==> src/rtl/divisor_param.sv <==
// divisor_param: multi-cycle restoring divider, unsigned or (with DIVISOR_PARAM_SIGNED_EN) two's-complement.
module divisor_param #(
  parameter int WIDTH = 32
) (
  input  logic             clock,
  input  logic             reset,
  input  logic             start,
  input  logic             signed_op,
  input  logic [WIDTH-1:0] A,
  input  logic [WIDTH-1:0] B,
  output logic [WIDTH-1:0] lo,
  output logic [WIDTH-1:0] hi,
  output logic             busy,
  output logic             done,
  output logic             div0
);
  localparam int CW = $clog2(WIDTH);
  typedef enum logic [1:0] {IDLE, RUN, FIX, DONE} state_t;
  state_t           r_state, w_next;
  logic [WIDTH:0]   r_rem;
  logic [WIDTH-1:0] r_quo, r_div, r_lo, r_hi;
  logic [CW-1:0]    r_cnt;
  logic             r_div0;
  logic [WIDTH-1:0] w_a_mag, w_b_mag, w_lo, w_hi;
  logic [WIDTH+1:0] w_shift, w_sub;
  logic             w_b_zero, w_last, w_accept;
  assign w_b_zero = B == '0;
  assign w_last   = r_cnt == CW'(WIDTH - 1);
  assign w_accept = r_state == IDLE && start;
  assign w_shift  = {r_rem, r_quo[WIDTH-1]};
  assign w_sub    = w_shift - {2'b00, r_div};
`ifdef DIVISOR_PARAM_SIGNED_EN
  logic r_neg_q, r_neg_r;
  logic w_a_neg, w_b_neg;
  assign w_a_neg = signed_op && A[WIDTH-1];
  assign w_b_neg = signed_op && B[WIDTH-1];
  assign w_a_mag = w_a_neg ? -A : A;
  assign w_b_mag = w_b_neg ? -B : B;
  assign w_lo    = r_neg_q ? -r_quo : r_quo;
  assign w_hi    = r_neg_r ? -r_rem[WIDTH-1:0] : r_rem[WIDTH-1:0];
  always_ff @(posedge clock) begin
    if (reset) begin
      r_neg_q <= 1'b0;
      r_neg_r <= 1'b0;
    end else if (w_accept && !w_b_zero) begin
      r_neg_q <= w_a_neg ^ w_b_neg;
      r_neg_r <= w_a_neg;
    end
  end
`else
  logic w_unused;
  assign w_unused = signed_op;
  assign w_a_mag  = A;
  assign w_b_mag  = B;
  assign w_lo     = r_quo;
  assign w_hi     = r_rem[WIDTH-1:0];
`endif
  always_comb begin
    w_next = r_state == IDLE ? (start ? (w_b_zero ? DONE : RUN) : IDLE) :
             r_state == RUN  ? (w_last ? FIX : RUN) :
             r_state == FIX  ? DONE : IDLE;
  end
  always_ff @(posedge clock) begin
    if (reset) r_state <= IDLE;
    else       r_state <= w_next;
  end
  // Dividend bits shift out of r_quo's top as quotient bits shift into its bottom.
  always_ff @(posedge clock) begin
    if (reset) begin
      r_rem  <= '0;
      r_quo  <= '0;
      r_div  <= '0;
      r_cnt  <= '0;
      r_lo   <= '0;
      r_hi   <= '0;
      r_div0 <= 1'b0;
    end else if (w_accept) begin
      if (w_b_zero) begin
        r_lo   <= '1;
        r_hi   <= A;
        r_div0 <= 1'b1;
      end else begin
        r_rem  <= '0;
        r_quo  <= w_a_mag;
        r_div  <= w_b_mag;
        r_cnt  <= '0;
        r_div0 <= 1'b0;
      end
    end else if (r_state == RUN) begin
      r_rem <= w_sub[WIDTH+1] ? w_shift[WIDTH:0] : w_sub[WIDTH:0];
      r_quo <= {r_quo[WIDTH-2:0], ~w_sub[WIDTH+1]};
      r_cnt <= r_cnt + CW'(1);
    end else if (r_state == FIX) begin
      r_lo <= w_lo;
      r_hi <= w_hi;
    end
  end
  assign lo   = r_lo;
  assign hi   = r_hi;
  assign div0 = r_div0;
  assign busy = r_state != IDLE;
  assign done = r_state == DONE;
endmodule

==> config.mk <==
export PLATFORM = sky130hd
export DESIGN_NAME = divisor_param
export DESIGN_NICKNAME = d
export VERILOG_FILES = /design/src/rtl/divisor_param.sv
export SDC_FILE = /design/constraint.sdc
export NUM_CORES = 1
export LEC_CHECK = 0
export CAP_MARGIN = 30
export CELL_PAD_IN_SITES_DETAIL_PLACEMENT = 1
export CELL_PAD_IN_SITES_GLOBAL_PLACEMENT = 1
export CORE_UTILIZATION = 40
export CTS_CLUSTER_DIAMETER = 40
export DETAILED_ROUTE_END_ITERATION = 16
export MAX_ROUTING_LAYER = met4
export PLACE_DENSITY_LB_ADDON = 0.1
export SLEW_MARGIN = 20
export SYNTH_ARGS = -nofsm -noshare
export SYNTH_HDL_FRONTEND = slang
export SYNTH_SLANG_ARGS = --single-unit
==> constraint.sdc <==
create_clock -name clock -period 3.3 [get_ports clock]
set_input_delay 0.825 -clock clock [delete_from_list [all_inputs] [get_ports clock]]
set_output_delay 0.825 -clock clock [all_outputs]
set_load 0.05 [all_outputs]
**Word-level counts from Yosys, hierarchy flattened**

Cells that the tools add are included.

- Input port bits: 68
- Register bits: 169
- Logic and storage cells: 53

- Bitwise gates (word level): 2
- Eq/ne operators: 7
- $add $sub $neg: 2
- Muxes and demuxes: 25
- Reduce and logical (&&, ||, !) cells: 9

Operators with widths:

| operator | number |
|---|---|
| $mux W32 | 11 |
| $mux W33 | 4 |
| $sub A34 B32 Y34 | 1 |
| $logic_not A32 Y1 | 1 |
| $mux W5 | 3 |
| $mux W2 | 6 |
| $ne A2 B2 Y1 const B | 3 |
| $reduce_bool A2 Y1 | 3 |
| $add A5 B1 Y5 const B | 1 |
| $eq A5 B5 Y1 const B | 1 |
| $eq A2 B2 Y1 const B | 2 |
| $reduce_and A2 Y1 | 2 |
| $reduce_and A3 Y1 | 1 |
| $eq A2 B1 Y1 const B | 1 |
| $logic_not A2 Y1 | 1 |
| $not A1 Y1 | 2 |
| $logic_and A1 B1 Y1 | 1 |
| $mux W1 | 1 |

**Depth between registers and ports, before layout**

- Depth after elaboration: 4
- Depth in mapped cells: 12

**Least setup slack after synthesis**

No wires, ideal clock.

- Kind: in2reg
- Start: in B[24]
- End: reg r_hi[0] (netlist: hi[0])
- Library setup time: 86 ps
- Cell stages on the path: 10
- Slack: 605 ps
- Arrival time: 2610 ps
- Required time: 3214 ps
- Path buffers: 3
- Path through: nor4_1 > nand4_1 > or2_0 > clkbuf_1 > and2_1 > buf_2 > nor3_4 > buf_2 > nor2_1 > a211oi_1

- Longest elaborated chain between the ends: 3

RTL lines:

| item | RTL line | text |
|---|---|---|
| start: declaration | 10 | `input logic [WIDTH-1:0] B,` |
| $logic_not A32 Y1 | 27 | `assign w_b_zero = B == '0;` |
| $ne A2 B2 Y1 (no line) | n/a |  |
| $reduce_and A3 Y1 (no line) | n/a |  |
| end signal: assignment | 95 | `r_hi <= w_hi;` |
| end: declaration | 21 | `logic [WIDTH-1:0] r_quo, r_div, r_lo, r_hi;` |

No other way between the ends.
A chain may end at the register's enable or synchronous reset.

**Worst setup path in the final report**

- Start: reg r_quo[31]
- End: reg r_rem[32]

- Longest elaborated chain between the ends: 4

RTL lines:

| item | RTL line | text |
|---|---|---|
| start: declaration | 21 |  |
| start signal: assignment | 84 | `r_quo <= w_a_mag;` |
| start signal: assignment | 91 | `r_quo <= {r_quo[WIDTH-2:0], ~w_sub[WIDTH+1]};` |
| $sub A34 B32 Y34 | 31 | `assign w_sub = w_shift - {2'b00, r_div};` |
| $mux W33 | 90 | `r_rem <= w_sub[WIDTH+1] ? w_shift[WIDTH:0] : w_sub[WIDTH:0];` |
| $mux W33 | 89 | `end else if (r_state == RUN) begin` |
| $mux W33 | 77 | `end else if (w_accept) begin` |
| end signal: assignment | 90 |  |
| end: declaration | 20 | `logic [WIDTH:0] r_rem;` |

No other way between the ends. The select of a mux whose other input is x is not followed.

==> metrics.txt <==
status=complete, no violations; Syn Area/Cell=7.966 um2; Reg clk slew, reported paths=0.07 ns; hold buffer count at cts=0; vias in the first global route=approximately 8400; Top FF cell, synth=dfxtp_1; Least-Margin Pin Slew=0.7887 ns; WP data required=3.62 ns; Post-Route Setup TNS=0 ns; Avg WL per Cell=around 18 um; # rows=54; Yosys cell types=63; min-delay worst type=flop to flop; core box area=approximately 22000 um2; CP max stage delay=0.44 ns; vias post-DR=~8600; WL final=between 20 and 30 mm; Placer Congestion=between 0.8 and 0.9; Max Freq=around 0.32 GHz; fill cell count=2665; Async SR Flop Fraction=0%; final number of setup-violating endpoints=0; CP Capture Type=flop; number of synthesized register bits=between 150 and 200; Synth area leader=dfxtp_1; die area=22810 um2; synth top area cells=dfxtp_1, nor2_1, a21oi_1, nand2_1, ha_1; skew final=~0.013 ns; hold_sp=r_div[0]$_SDFFE_PP0P_; Hold EP=r_div[0]$_SDFFE_PP0P_; Pleak=about 4.5 nW; Worst EP arrival=approximately 3.4 ns; Mapped Area=8882 um2; FF-to-FF Start=r_quo[31]$_SDFFE_PP0P_; VDD IR max=0.6026 mV; IO Count=between 100 and 150; Layout area overhead=28.41%; worst path cell trace=inv_1, ha_1, fa_1, nand2b_1, a21oi_1, o211ai_1, o21ai_0, o21ai_0, o21ai_0, a21o_1, o21ai_0; Critical Path Fanout Max=3; 1st-iter DRT viols=between 400 and 500; Clock Latency Late Sink=0.45 ns; RR Endpoint=r_rem[32]$_SDFFE_PP0P_; layout cells sized above 1=between 10% and 20%; most common cell in the synthesized netlist=dfxtp_1; die extent in y=151.0 um; Starting Density=a little over 40%; Final Power=about 11 mW; worst reg-to-reg path cell count=11; die width=151.0 um; Fin. Hold Viols=0; largest net degree at the start of global routing=67; CTS max path bufs=2; DR DRC count=0; n_diodes=0; aggregate global-route resource usage=a little over a quarter; Post-synth EDFFs=0; first-pass GRT wire length=~45 mm; CTS sink count=around 170; Seq/Total Area, Yosys=around two fifths; Synth top area share=about two fifths; via/cell ratio=roughly 5.5; Cells after Synth=roughly 1100; total CTS buffers=17; initial antenna violation count=0; min Tclk post-route=~3.1 ns; most common library cells after synthesis=dfxtp_1, nor2_1, nand2_1; crit path kind=flop to flop; Post-CTS Setup Repair Bufs=0; Routed Antenna Nets=0; warnings from Yosys=0; power per cell area=about 960 nW/um2; nets@finish=~1400; RSZ-0062 raised after global routing=no; Worst setup SP type=flop; CP max stage cell=o21ai_0; CP delay by family, top=compound AO/OA/AOI/OAI gates; Slew headroom=between 40% and 50%; Pre-antenna DRT Iters=5; Max H-tree Level=4; CP bufs+invs=1; clock root buffer=clkbuf_16; crit-path most repeated cell=o21ai_0; setup slack, reg-to-reg=0.20 ns; fin. max-slew vios=0; Port Buffers=roughly 130; Post-Syn Nets=between 1000 and 1500; Final Cycle Share=a little over nine tenths; hold path cells=2; CTS tree=built; post-DP HPWL=just over 20 mm; maxcap violations=0; grt ovf=0
cell type report:
type	instances	area (um2)	area share, %
multi-input cells	825	5000	43.84
flip-flops and latches	169	3383	29.66
repair buffers	204	1919	16.83
clock buffers	18	439.2	3.850
well taps	280	350.3	3.072
clock inverters	14	160.2	1.404
inverters	41	153.9	1.349
state kept, by name, summed over array words and instances, names as in the netlist:
name	cells
lo	32
r_cnt	5
hi	32
r_div	32
r_rem	33
r_state	2
r_quo	32
div0	1
metrics by stage:
step,setup WS (ns),hold WS [ns],utilization [%],area (um2),std cells
2_1_floorplan,0.6047,0.4400,-,8882,1115
3_3_place_gp,-0.2403,0.4507,49.33,10770,1517
3_5_place_dp,-0.2930,0.4724,49.49,10800,1519
4_1_cts,0.1595,0.4813,52.24,11400,1551
5_1_grt,0.01139,0.5102,52.26,11410,1551
6_report,0.2011,0.4820,52.26,11410,1551
where the power goes:
| group | internal [mW] | leakage (nW) | switching, mW | total [mW] |
|---|---|---|---|---|
| Combinational | 2.68 | 2.86 | 3.63 | 6.31 |
| Sequential | 2.31 | 1.39 | 0.295 | 2.61 |
| Clock | 1.03 | 0.292 | 0.983 | 2.02 |
how the worst max path moves through the flow:
stage	slack, ns	to	cells after the start	startpoint
floorplan	0.60	hi[0]$_SDFFE_PP0P_	10	B[24]
global placement	-0.24	hi[5]$_SDFFE_PP0P_	10	B[24]
detailed placement	-0.29	hi[14]$_SDFFE_PP0P_	10	B[24]
CTS	0.16	hi[14]$_SDFFE_PP0P_	10	B[24]
global route	0.01	r_rem[13]$_SDFFE_PP0P_	10	r_rem[14]$_SDFFE_PP0P_
finish	0.20	r_rem[32]$_SDFFE_PP0P_	11	r_quo[31]$_SDFFE_PP0P_
worst min-delay path, cell delays in order (launching register included):
cell and delay (ns):
dfxtp_1 0.32, nand2_1 0.05, a21oi_1 0.06
placed cells by master, fill, tap and decap left out, drive strengths merged, types with 3 or more instances in the layout:
cell type,instances
nand3,10
clkdlybuf4s50,132
clkinv,9
a211oi,54
dfxtp,169
o221a,18
nor2,162
o211ai,9
ha,34
nand2,127
a31oi,4
a311oi,30
a2bb2oi,5
inv,46
xor2,8
mux2i,24
o21a,4
or2,4
nand4,12
a22oi,3
or3,3
xnor2,19
and3,23
a21oi,110
nor3,33
nor2b,8
clkbuf,18
nor4,10
buf,72
a2111oi,3
and2,5
o21ai,56
nand2b,12
a21o,10
layer usage:
metal / share of wire (%) / global-route usage, % / routed length (um) / up-vias
li1: - / - / - / 4263
met2: 45 / 40.62 / 12800 / 165
met4: 1.1 / 6.150 / 309 / 0
met3: 3.6 / 3.765 / 1007 / 29
met5: 0 / - / 0 / -
met1: 50 / 36.38 / 14020 / 4149
logic make-up (layout without fill, tap and decap cells):
group                    Yosys count  after routing  synth area share [%]
flip-flops                       169            169                 38.09
buffers and inverters            121            277                 5.733
adder cells (fa/ha/maj)           35             35                 5.015
AO/OA/AOI/OAI                    324            324                 24.86
XOR/XNOR                          27             27                 2.662
AND/OR/NAND/NOR                  415            415                 20.93
multiplexers                      24             24                 2.705
repair_timing:
action	in CTS	in global routing
endpoints found under the hold margin	0	0
setup endpoints to repair	0	5
resized for setup	0	1
Power figures use the tool's default switching activity.
